File: src/rtl/galoi_lfsr.sv
// ---------------------------------------------------------------------------
// galoi_lfsr
//   Free-running right-shift Galois LFSR used as a PRBS / pattern source.
//   Defaults give the maximal-length x^16+x^14+x^13+x^11+1 sequence
//   (period 65535, never zero).
//
// Parameters
//   WIDTH  register width in bits (>= 2)
//   TAPS   feedback mask; bit i set means state bit i takes the feedback bit.
//          TAPS[WIDTH-1] must be 1 so the MSB receives the feedback bit.
//   SEED   reset / lock-up recovery value; a zero SEED is replaced by 1
//
// Ports
//   clk       rising-edge clock
//   rst       asynchronous reset, active low (0 = reset, 1 = run)
//   out_lfsr  current LFSR state, taken directly from the state register
// ---------------------------------------------------------------------------
module galoi_lfsr #(
    parameter int               WIDTH = 16,
    parameter logic [WIDTH-1:0] TAPS  = 16'hB400,
    parameter logic [WIDTH-1:0] SEED  = 16'hACE1
) (
    input  logic             clk,
    input  logic             rst,
    output logic [WIDTH-1:0] out_lfsr
);

    // An all-zero seed would lock the register up, so fall back to 1.
    localparam logic [WIDTH-1:0] SEED_EFF = (SEED == '0) ? WIDTH'(1) : SEED;

    logic             rel_q;
    logic [WIDTH-1:0] state;
    logic [WIDTH-1:0] state_nxt;

    // Reset release synchroniser. Assertion is asynchronous; release is
    // sampled into rel_q first, and the state register (itself reset to SEED
    // and only enabled by rel_q) forms the second stage. The first advance
    // therefore always lands on the 2nd rising edge after rst goes high.
    always_ff @(posedge clk or negedge rst) begin
        if (!rst) rel_q <= 1'b0;
        else      rel_q <= 1'b1;
    end

    // Right-shift Galois step. The all-zero state cannot occur in normal
    // operation; if an upset produces it, reload the seed instead of sticking.
    always_comb begin
        state_nxt = SEED_EFF;
        if (state != '0)
            state_nxt = {1'b0, state[WIDTH-1:1]} ^ (state[0] ? TAPS : '0);
    end

    always_ff @(posedge clk or negedge rst) begin
        if (!rst)       state <= SEED_EFF;
        else if (rel_q) state <= state_nxt;
    end

    assign out_lfsr = state;

endmodule

File: config.mk
export PLATFORM = sky130hd
export DESIGN_NAME = galoi_lfsr
export DESIGN_NICKNAME = d
export VERILOG_FILES = /design/src/rtl/galoi_lfsr.sv
export SDC_FILE = /design/constraint.sdc
export NUM_CORES = 1
export LEC_CHECK = 0
export ABC_AREA = 1
export BUFFER_PORTS_ARGS = -buffer_cell sky130_fd_sc_hd__buf_2
export CORE_ASPECT_RATIO = 0.75
export CORE_UTILIZATION = 25
export DETAILED_ROUTE_END_ITERATION = 8
export GPL_TIMING_DRIVEN = 0
export SLEW_MARGIN = 30
export SYNTH_ARGS = -nofsm -noshare
export SYNTH_HDL_FRONTEND = slang
export SYNTH_SLANG_ARGS = --single-unit
File: constraint.sdc
create_clock -name clk -period 3.2 [get_ports clk]
set_clock_uncertainty 0.15 [all_clocks]
set_input_delay 0.64 -clock clk [delete_from_list [all_inputs] [get_ports clk]]
set_output_delay 0.64 -clock clk [all_outputs]
set_load 0.005 [all_outputs]
== Yosys cells after proc, flatten, opt, wreduce, memory -nomap -nowiden ==
Cells that the tools add are included.

* Bits in registers: 17
* Word-level logic and storage cells: 6

* Mux-type cells: 2
* Bitwise operators: 1
* Reductions and logical operators: 1

{| class="wikitable"
|+ Operators with widths
! kind !! count
|-
| $mux 16 || 2
|-
| $reduce_bool 16->1 || 1
|-
| $xor 15x16->16 || 1
|}

== Longest topological paths before layout ==
Gate-level depths: netlist of the first run.

* Depth after elaboration: 3
* Mapped depth: 6
* Depth with buffers taken out: 5

== Least setup slack after synthesis of the first run ==
Ideal clock, no wire load.

* Kind: reg-to-output
* Start: register state[11] (netlist: out_lfsr[11])
* End: output port out_lfsr[11]
* Arrival: 0.536 ns
* Data required time: 2.410 ns
* Slack: 1.874 ns
* Cell stages (with the launch flop): 1
* Buffers on the path: 0
* Path through: dfstp_2

{| class="wikitable"
|+ RTL lines
! element !! line !! text
|-
| start, declared || 32 || <nowiki>logic [WIDTH-1:0] state;</nowiki>
|-
| start signal, assigned || 54 || <nowiki>else if (rel_q) state <= state_nxt;</nowiki>
|-
| end, declared || 25 || <nowiki>output logic [WIDTH-1:0] out_lfsr</nowiki>
|}

No word-level cell between the ends.

== Final worst setup path of the first run ==
* Start: register state[11] (netlist: out_lfsr[11])
* End: output port out_lfsr[11]

No word-level cell between the ends.

==> results of run 1 <==
[Yosys cell counts]
library cell and count:
sky130_fd_sc_hd__nand2_1 27, sky130_fd_sc_hd__nor2_1 23, sky130_fd_sc_hd__a21oi_1 10, sky130_fd_sc_hd__dfrtp_1 9, sky130_fd_sc_hd__dfstp_2 8, sky130_fd_sc_hd__buf_2 2, sky130_fd_sc_hd__inv_1 2, sky130_fd_sc_hd__nor2_2 2
sky130_fd_sc_hd__o21ai_0 2, sky130_fd_sc_hd__buf_4 1, sky130_fd_sc_hd__buf_6 1, sky130_fd_sc_hd__conb_1 1, sky130_fd_sc_hd__inv_2 1, sky130_fd_sc_hd__nand2_2 1, sky130_fd_sc_hd__xor2_1 1
[flip-flops by register name (all words and copies together) (netlist names)]
| name | cells |
|---|---|
| out_lfsr | 16 |
| rel_q | 1 |
[path summary, 6_finish.rpt]
check	depth (start not counted)	from	slack [ns]	endpoint
hold reg to reg	2	out_lfsr[5]	0.36	out_lfsr[4]
max in group asynchronous	1	rst	2.43	out_lfsr[15]
setup reg to reg	6	out_lfsr[0]	1.94	out_lfsr[15]
setup / recovery	1	out_lfsr[11]	1.48	out_lfsr[11]
hold / removal	1	rst	0.15	out_lfsr[9]
min in group clk	2	out_lfsr[5]	0.36	out_lfsr[4]
[metrics by stage]
step	instances	hold WS (ns)	cell area [sq um]	utilization	setup slack, ns
floorplan	91	0.194	754	-	1.87
global placement	144	0.350	885	0.323	1.75
detailed placement	144	0.357	885	0.323	1.75
CTS	148	0.158	930	0.339	1.47
global route	148	0.165	930	0.339	1.44
finish	148	0.153	930	0.339	1.48
[metal layers]
layer / part of all wire / routed length, microns / vias to the layer above
met5: 0 / 0 / -
met1: 0.51 / 779 / 288
met4: 0.0052 / 8 / 0
li1: - / - / 320
met3: 0.059 / 90 / 2
met2: 0.43 / 654 / 13
[logic make-up after synthesis]
logic type             after synthesis
flip-flops                          17
AO/OA/AOI/OAI                       12
XOR/XNOR                             1
buffers and inverters                7
AND/OR/NAND/NOR                     53
other                                1
[cell type report]
cell class	count	area [sq um]
Clock buffer	4	45.0
Fill cell	313	1810
Tap cell	36	45.0
Timing Repair Buffer	17	85.1
Sequential cell	17	435
Multi-Input combinational cell	67	279
Inverter	3	11.3
Buffer	4	28.8
[power by group through the flow]
| stage | clock (W) | sequential [W] | combinational, W |
|---|---|---|---|
| final | 0.000157 | 0.000302 | 0.000117 |
| after global routing | 0.000174 | 0.000311 | 0.000134 |
| after CTS | 0.000164 | 0.000303 | 0.000119 |
| after detailed placement | 0 | 0.000306 | 0.000119 |
| after global placement | 0 | 0.000305 | 0.000117 |
| after floorplan | 0 | 0.000305 | 0.0000630 |
[cell usage in the layout (no fill, tap or decap), types with 2 or more instances in the layout]
cell type,count
sky130_fd_sc_hd__clkbuf_8,3
sky130_fd_sc_hd__nand2_1,27
sky130_fd_sc_hd__buf_2,19
sky130_fd_sc_hd__inv_1,2
sky130_fd_sc_hd__dfstp_2,8
sky130_fd_sc_hd__nor2_1,23
sky130_fd_sc_hd__o21ai_0,2
sky130_fd_sc_hd__dfrtp_1,9
sky130_fd_sc_hd__a21oi_1,10
sky130_fd_sc_hd__nor2_2,2
==> flow_metrics.py, run 1 <==
metrics = {
    "run_status": {
        "run_status": "completed",
    },
    "clock_tree": {
        "cts.htree.levels": 1,
        "number_of_buffers_inserted_by_hold_repair_at_cts": 0,
        "postCtsSetupRepairBufs": 0,
        "cts-root-to-sink-buffers": 2,
        "clk_pin_slew_ns": 0.06,
        "cts_tree": "yes",
        "cts_resized": 0,
        "root_buffer": "sky130_fd_sc_hd__clkbuf_8",
        "clk_latency_ns": 0.25,
        "cts_inserted_buffers": 3,
        "clkSinkCount": 17,
    },
    "global_routing": {
        "met3_usage": 0.0556,
        "first_pass_grt_wire_length_mm": 2.66,
        "globalRoute.busiestLayer": "met1",
        "met2_usage": 0.153,
        "grt_max_degree": 18,
        "grt_util_all_layers": 0.112,
        "use_met1": 0.157,
        "grt_overflow_total": 0,
        "via_count_of_the_first_global_routing_pass": 548,
        "number_of_antenna_violations_at_the_first_check_in_global_routing": 0,
    },
    "run": {
        "max_cap_viol_count": 0,
    },
    "logic_synthesis": {
        "synth_sequential_area_ratio": 0.577,
        "synth_adder_area_share": 0,
        "synthTopCellsByArea": "sky130_fd_sc_hd__dfrtp_1, sky130_fd_sc_hd__dfstp_2, sky130_fd_sc_hd__nand2_1",
        "ys_warn_count": 0,
        "synth_top_area_share": 0.299,
        "synth_simple_gate_area_frac": 0.274,
        "netlist-cell-type-count": 15,
        "syn_avg_cell_area_sq_um": 8.29,
        "mappedNetlistArea_sq_um": 754,
        "synth_compound_area_frac": 0.0796,
        "synth_top_family_by_area": "simple AND/OR/NAND/NOR gates",
        "yosysTopAreaCell": "sky130_fd_sc_hd__dfrtp_1",
        "yosys_register_bits": 17,
        "postSynthCellCount": 91,
        "synth_area_in_xor_xnor": 0.0116,
        "synth.area.mux_share": 0,
        "syn_nets": 93,
    },
    "cells_and_area": {
        "num-nets-final": 115,
        "area_growth_pct": 23.2,
        "layout-drive-gt1-share": 0.321,
        "antenna_fix_cells": 0,
    },
    "setup_path": {
        "startpoint_type": "register",
        "worstPathCellList": "buf_2",
        "worst-endpoint-required_ns": 2.41,
        "critPathSlowestCell": "sky130_fd_sc_hd__dfstp_2",
        "crit_fanout": 4,
        "path_class": "register to output pin",
        "worstPathBufferInverterCount": 1,
        "critical_path.max_stage_delay_ns": 0.56,
        "cp.arrival_ns": 0.93,
        "timing.critical_path.max_delay_family": "flip-flops",
        "setup.worst_path.end_class": "output pin",
    },
    "power_and_ir_drop": {
        "power.switching_fraction": 0.288,
        "p_clk_frac": 0.273,
        "vdd.ir_drop.worst_mv": 0.224,
        "sw_power_w": 0.000166,
        "power.internal_w": 0.000410,
        "power.leakage_nw": 0.456,
        "sequential_fraction_of_design_power": 0.525,
        "p_total_w": 0.000576,
        "pwr_density_cell_nw_per_um2": 620,
        "power_frac_comb": 0.202,
    },
    "die": {
        "floorplan.rows": 16,
        "floorplan_die_height_microns": 49.6,
        "die-area_sq_um": 3240,
        "start_util": 0.275,
        "coreArea_sq_um": 2740,
        "floorplan.io_pins": 18,
        "die-width_microns": 65.4,
    },
    "sta": {
        "setup-tns-final_ns": 0,
        "finalWorstPathRequiredPeriod_ns": 1.72,
        "drv_slew": 0,
        "setup_viol": 0,
        "rsz_0062_raised_after_global_routing": "no",
        "finalHoldViolations": 0,
        "max_freq_mhz": 581,
        "final.period_utilization": 0.537,
    },
    "routing": {
        "post_drt_wl_per_cell_microns": 10.4,
        "drc": 0,
        "drt-initial-drc-count": 24,
        "wirelength_mm": 1.53,
        "vias": 623,
        "antenna_violating_nets_post_route": 0,
        "firstDrtPassIters": 4,
        "detail_route.vias_per_cell": 4.21,
    },
    "place": {
        "portBuffers": 17,
        "hpwlAfterDp_mm": 1.11,
        "gp_congestion": 0.788,
    },
    "hold_path": {
        "worst_hold_path_type": "input port to async pin",
    },
}
(Power assumes the default switching activity.)
==> inputs of run 2 (changes only) <==
--- a/config.mk
+++ b/config.mk
@@ -5,7 +5,7 @@
 export SDC_FILE = /design/constraint.sdc
 export NUM_CORES = 1
 export LEC_CHECK = 0
-export ABC_AREA = 1
+export ABC_AREA = 0
 export BUFFER_PORTS_ARGS = -buffer_cell sky130_fd_sc_hd__buf_2
 export CORE_ASPECT_RATIO = 0.75
 export CORE_UTILIZATION = 25
==> constraint.sdc (replaced) <==
create_clock -name clk -period 1.6 [get_ports clk]
set_clock_uncertainty 0.15 [all_clocks]
set_input_delay 0.32 -clock clk [delete_from_list [all_inputs] [get_ports clk]]
set_output_delay 0.32 -clock clk [all_outputs]
set_load 0.005 [all_outputs]
==> flow_metrics.py, run 2 <==
metrics = {
    "logic_synthesis": {
        "syn_avg_cell_area_sq_um": 15.3,
        "netlist-cell-type-count": 14,
        "yosysTopAreaCell": "sky130_fd_sc_hd__dfrtp_1",
        "ys_warn_count": 0,
        "yosys_register_bits": 17,
        "synth_sequential_area_ratio": 0.619,
        "fraction_of_synthesis_flops_using_an_asynchronous_set_or_reset_pin": 1.00,
        "synthTopCellsByArea": "sky130_fd_sc_hd__dfrtp_1, sky130_fd_sc_hd__dfstp_2, sky130_fd_sc_hd__mux2_2",
        "yosys-top-cells-count": "sky130_fd_sc_hd__dfrtp_1, sky130_fd_sc_hd__dfstp_2, sky130_fd_sc_hd__o22a_1, sky130_fd_sc_hd__mux2_2, sky130_fd_sc_hd__or4_1",
        "synth_top_area_share": 0.320,
        "syn_nets": 48,
        "mappedNetlistArea_sq_um": 703,
        "postSynthCellCount": 46,
        "ys.flop_type": "sky130_fd_sc_hd__dfrtp_1",
        "synth_enable_flop_cells": 0,
        "yosysMostFrequentCell": "sky130_fd_sc_hd__dfrtp_1",
    },
    "routing": {
        "wirelength_mm": 1.32,
        "drc": 0,
        "firstDrtPassIters": 4,
        "drt-initial-drc-count": 10,
        "antenna_violating_nets_post_route": 0,
        "vias": 484,
        "detail_route.vias_per_cell": 4.40,
        "post_drt_wl_per_cell_microns": 12.0,
    },
    "cells_and_area": {
        "area_growth_pct": 33.6,
        "fillers": 278,
        "layout-drive-gt1-share": 0.649,
        "mostFrequentLayoutCell": "sky130_fd_sc_hd__buf_2",
        "most-common-layout-cells": "sky130_fd_sc_hd__buf_2, sky130_fd_sc_hd__dfrtp_1, sky130_fd_sc_hd__o22a_1, sky130_fd_sc_hd__dfstp_2",
        "largest_register_ffs": 16,
        "antenna_fix_cells": 0,
        "finalCoreUtilization": 0.356,
        "num-nets-final": 77,
    },
    "setup_path": {
        "cp.arrival_ns": 1.88,
        "reg2reg_from": "out_lfsr[1]",
        "crit-reg2reg-capture": "out_lfsr[7]",
        "worst-endpoint-required_ns": 1.64,
        "worstRegToRegCells": 4,
        "critical_path.max_stage_delay_ns": 0.55,
        "critPathSlowestCell": "sky130_fd_sc_hd__or4_4",
        "startpoint_type": "register",
        "setup.worst_path.end_class": "register",
        "crit_fanout": 6,
        "worstPathCellList": "or4_4, o41ai_4, buf_4, o22a_1",
        "rrSetupSlack_ns": -0.24,
        "path_class": "register to register",
    },
    "die": {
        "floorplan.rows": 16,
        "die-width_microns": 63.2,
        "start_util": 0.266,
        "die-area_sq_um": 3030,
        "floorplan_die_height_microns": 47.9,
        "coreArea_sq_um": 2640,
        "floorplan.io_pins": 18,
    },
    "global_routing": {
        "number_of_antenna_violations_at_the_first_check_in_global_routing": 0,
        "grt_overflow_total": 0,
        "first_pass_grt_wire_length_mm": 2.26,
        "grt_max_degree": 18,
        "grt_util_all_layers": 0.106,
        "via_count_of_the_first_global_routing_pass": 482,
    },
    "clock_tree": {
        "cts.htree.levels": 1,
        "cts_tree": "yes",
        "cts_inserted_buffers": 3,
        "clk_latency_ns": 0.25,
        "clk_pin_slew_ns": 0.06,
        "root_buffer": "sky130_fd_sc_hd__clkbuf_8",
        "cts-root-to-sink-buffers": 2,
        "clkSinkCount": 17,
    },
    "run_status": {
        "run_status": "finished with violations",
        "violations": "setup timing",
    },
    "sta": {
        "setup_viol": 8,
        "timing.final.ws_setup_ns": -0.240,
        "max_freq_mhz": 544,
        "finalWorstPathRequiredPeriod_ns": 1.84,
        "slew-limit-headroom": 0.659,
        "rsz_0062_raised_after_global_routing": "yes",
        "timing_worst_slew_pin_value_ns": 0.511,
        "drv_slew": 0,
        "finalHoldViolations": 0,
        "final.period_utilization": 1.15,
    },
    "power_and_ir_drop": {
        "vdd.ir_drop.worst_mv": 0.366,
        "power.switching_fraction": 0.297,
        "p_total_w": 0.00164,
        "sw_power_w": 0.000487,
        "power_frac_comb": 0.316,
        "power.leakage_nw": 0.387,
        "pwr_density_cell_nw_per_um2": 1750,
        "sequential_fraction_of_design_power": 0.497,
        "p_clk_frac": 0.186,
        "power.internal_w": 0.00115,
    },
    "place": {
        "portBuffers": 17,
        "gp_congestion": 0.699,
    },
    "hold_path": {
        "worst_hold_path_type": "input port to async pin",
    },
    "run": {
        "max_cap_viol_count": 0,
    },
}
run 2: critical path, delay by kind of cell, from the launching register on:
family	cells	cell delay, ns
DFF	1	0.39
AOI/OAI and AO/OA	2	0.50
and+or+nand+nor	1	0.55
buffers and inverters	1	0.20
run 2: how the worst max path moves through the flow:
stage / from / endpoint / slack, ns / cells after the start
finish: out_lfsr[1] / out_lfsr[7] / -0.24 / 4
global route: out_lfsr[1] / out_lfsr[10] / -0.31 / 4
global placement: out_lfsr[14] / out_lfsr[15] / -0.30 / 3
CTS: out_lfsr[13] / out_lfsr[7] / -0.22 / 4
detailed placement: out_lfsr[14] / out_lfsr[7] / -0.33 / 3
floorplan: out_lfsr[14] / out_lfsr[0] / -0.18 / 3
run 2: what timing repair did:
action,CTS,global route
hold buffers,1,0
pin swaps,6,3
setup buffers,6,1
setup endpoints to repair,8,9
hold endpoints to repair,9,0
resized for setup,0,2
run 2: logic make-up after synthesis:
group | Yosys count | synth area share
AND/OR/NAND/NOR | 5 | 0.0534
other | 1 | 0.00533
multiplexers | 7 | 0.112
buffers and inverters | 3 | 0.0267
flip-flops | 17 | 0.619
XOR/XNOR | 3 | 0.0374
AO/OA/AOI/OAI | 10 | 0.146
run 2: final cells by class:
cell class	count	area [sq um]	area share
clock buffers	3	41.3	0.0439
multi-input cells	26	256	0.273
clock inverters	1	5.00	0.00533
flip-flops and latches	17	435	0.463
well taps	36	45.0	0.0479
repair buffers	25	148	0.157
plain buffers	2	8.76	0.00932
run 2: stage by stage:
stage	hold slack (ns)	instances	TNS, ns	instance area (sq um)	setup slack (ns)
floorplan	-0.126	46	-1.47	711	-0.183
global placement	0.0985	99	-2.41	841	-0.303
detailed placement	0.103	99	-2.56	841	-0.327
CTS	0.372	109	-1.52	931	-0.220
global route	0.396	110	-2.24	940	-0.308
finish	0.363	110	-1.67	940	-0.240
run 2: power groups by stage:
| stage | logic, W | registers, W | clock network (W) |
|---|---|---|---|
| after floorplan | 0.000242 | 0.000812 | 0 |
| after global placement | 0.000447 | 0.000824 | 0 |
| after detailed placement | 0.000457 | 0.000837 | 0 |
| after CTS | 0.000514 | 0.000821 | 0.000320 |
| after global routing | 0.000584 | 0.000848 | 0.000339 |
| final | 0.000519 | 0.000816 | 0.000306 |
run 2: per-layer routing:
metal / track usage / routed length, microns / vias to the layer above
li1: - / - / 229
met1: 0.121 / 635 / 239
met2: 0.178 / 592 / 13
met3: 0.0571 / 85 / 3
met4: 0.0273 / 10 / 0
met5: 0 / 0 / -
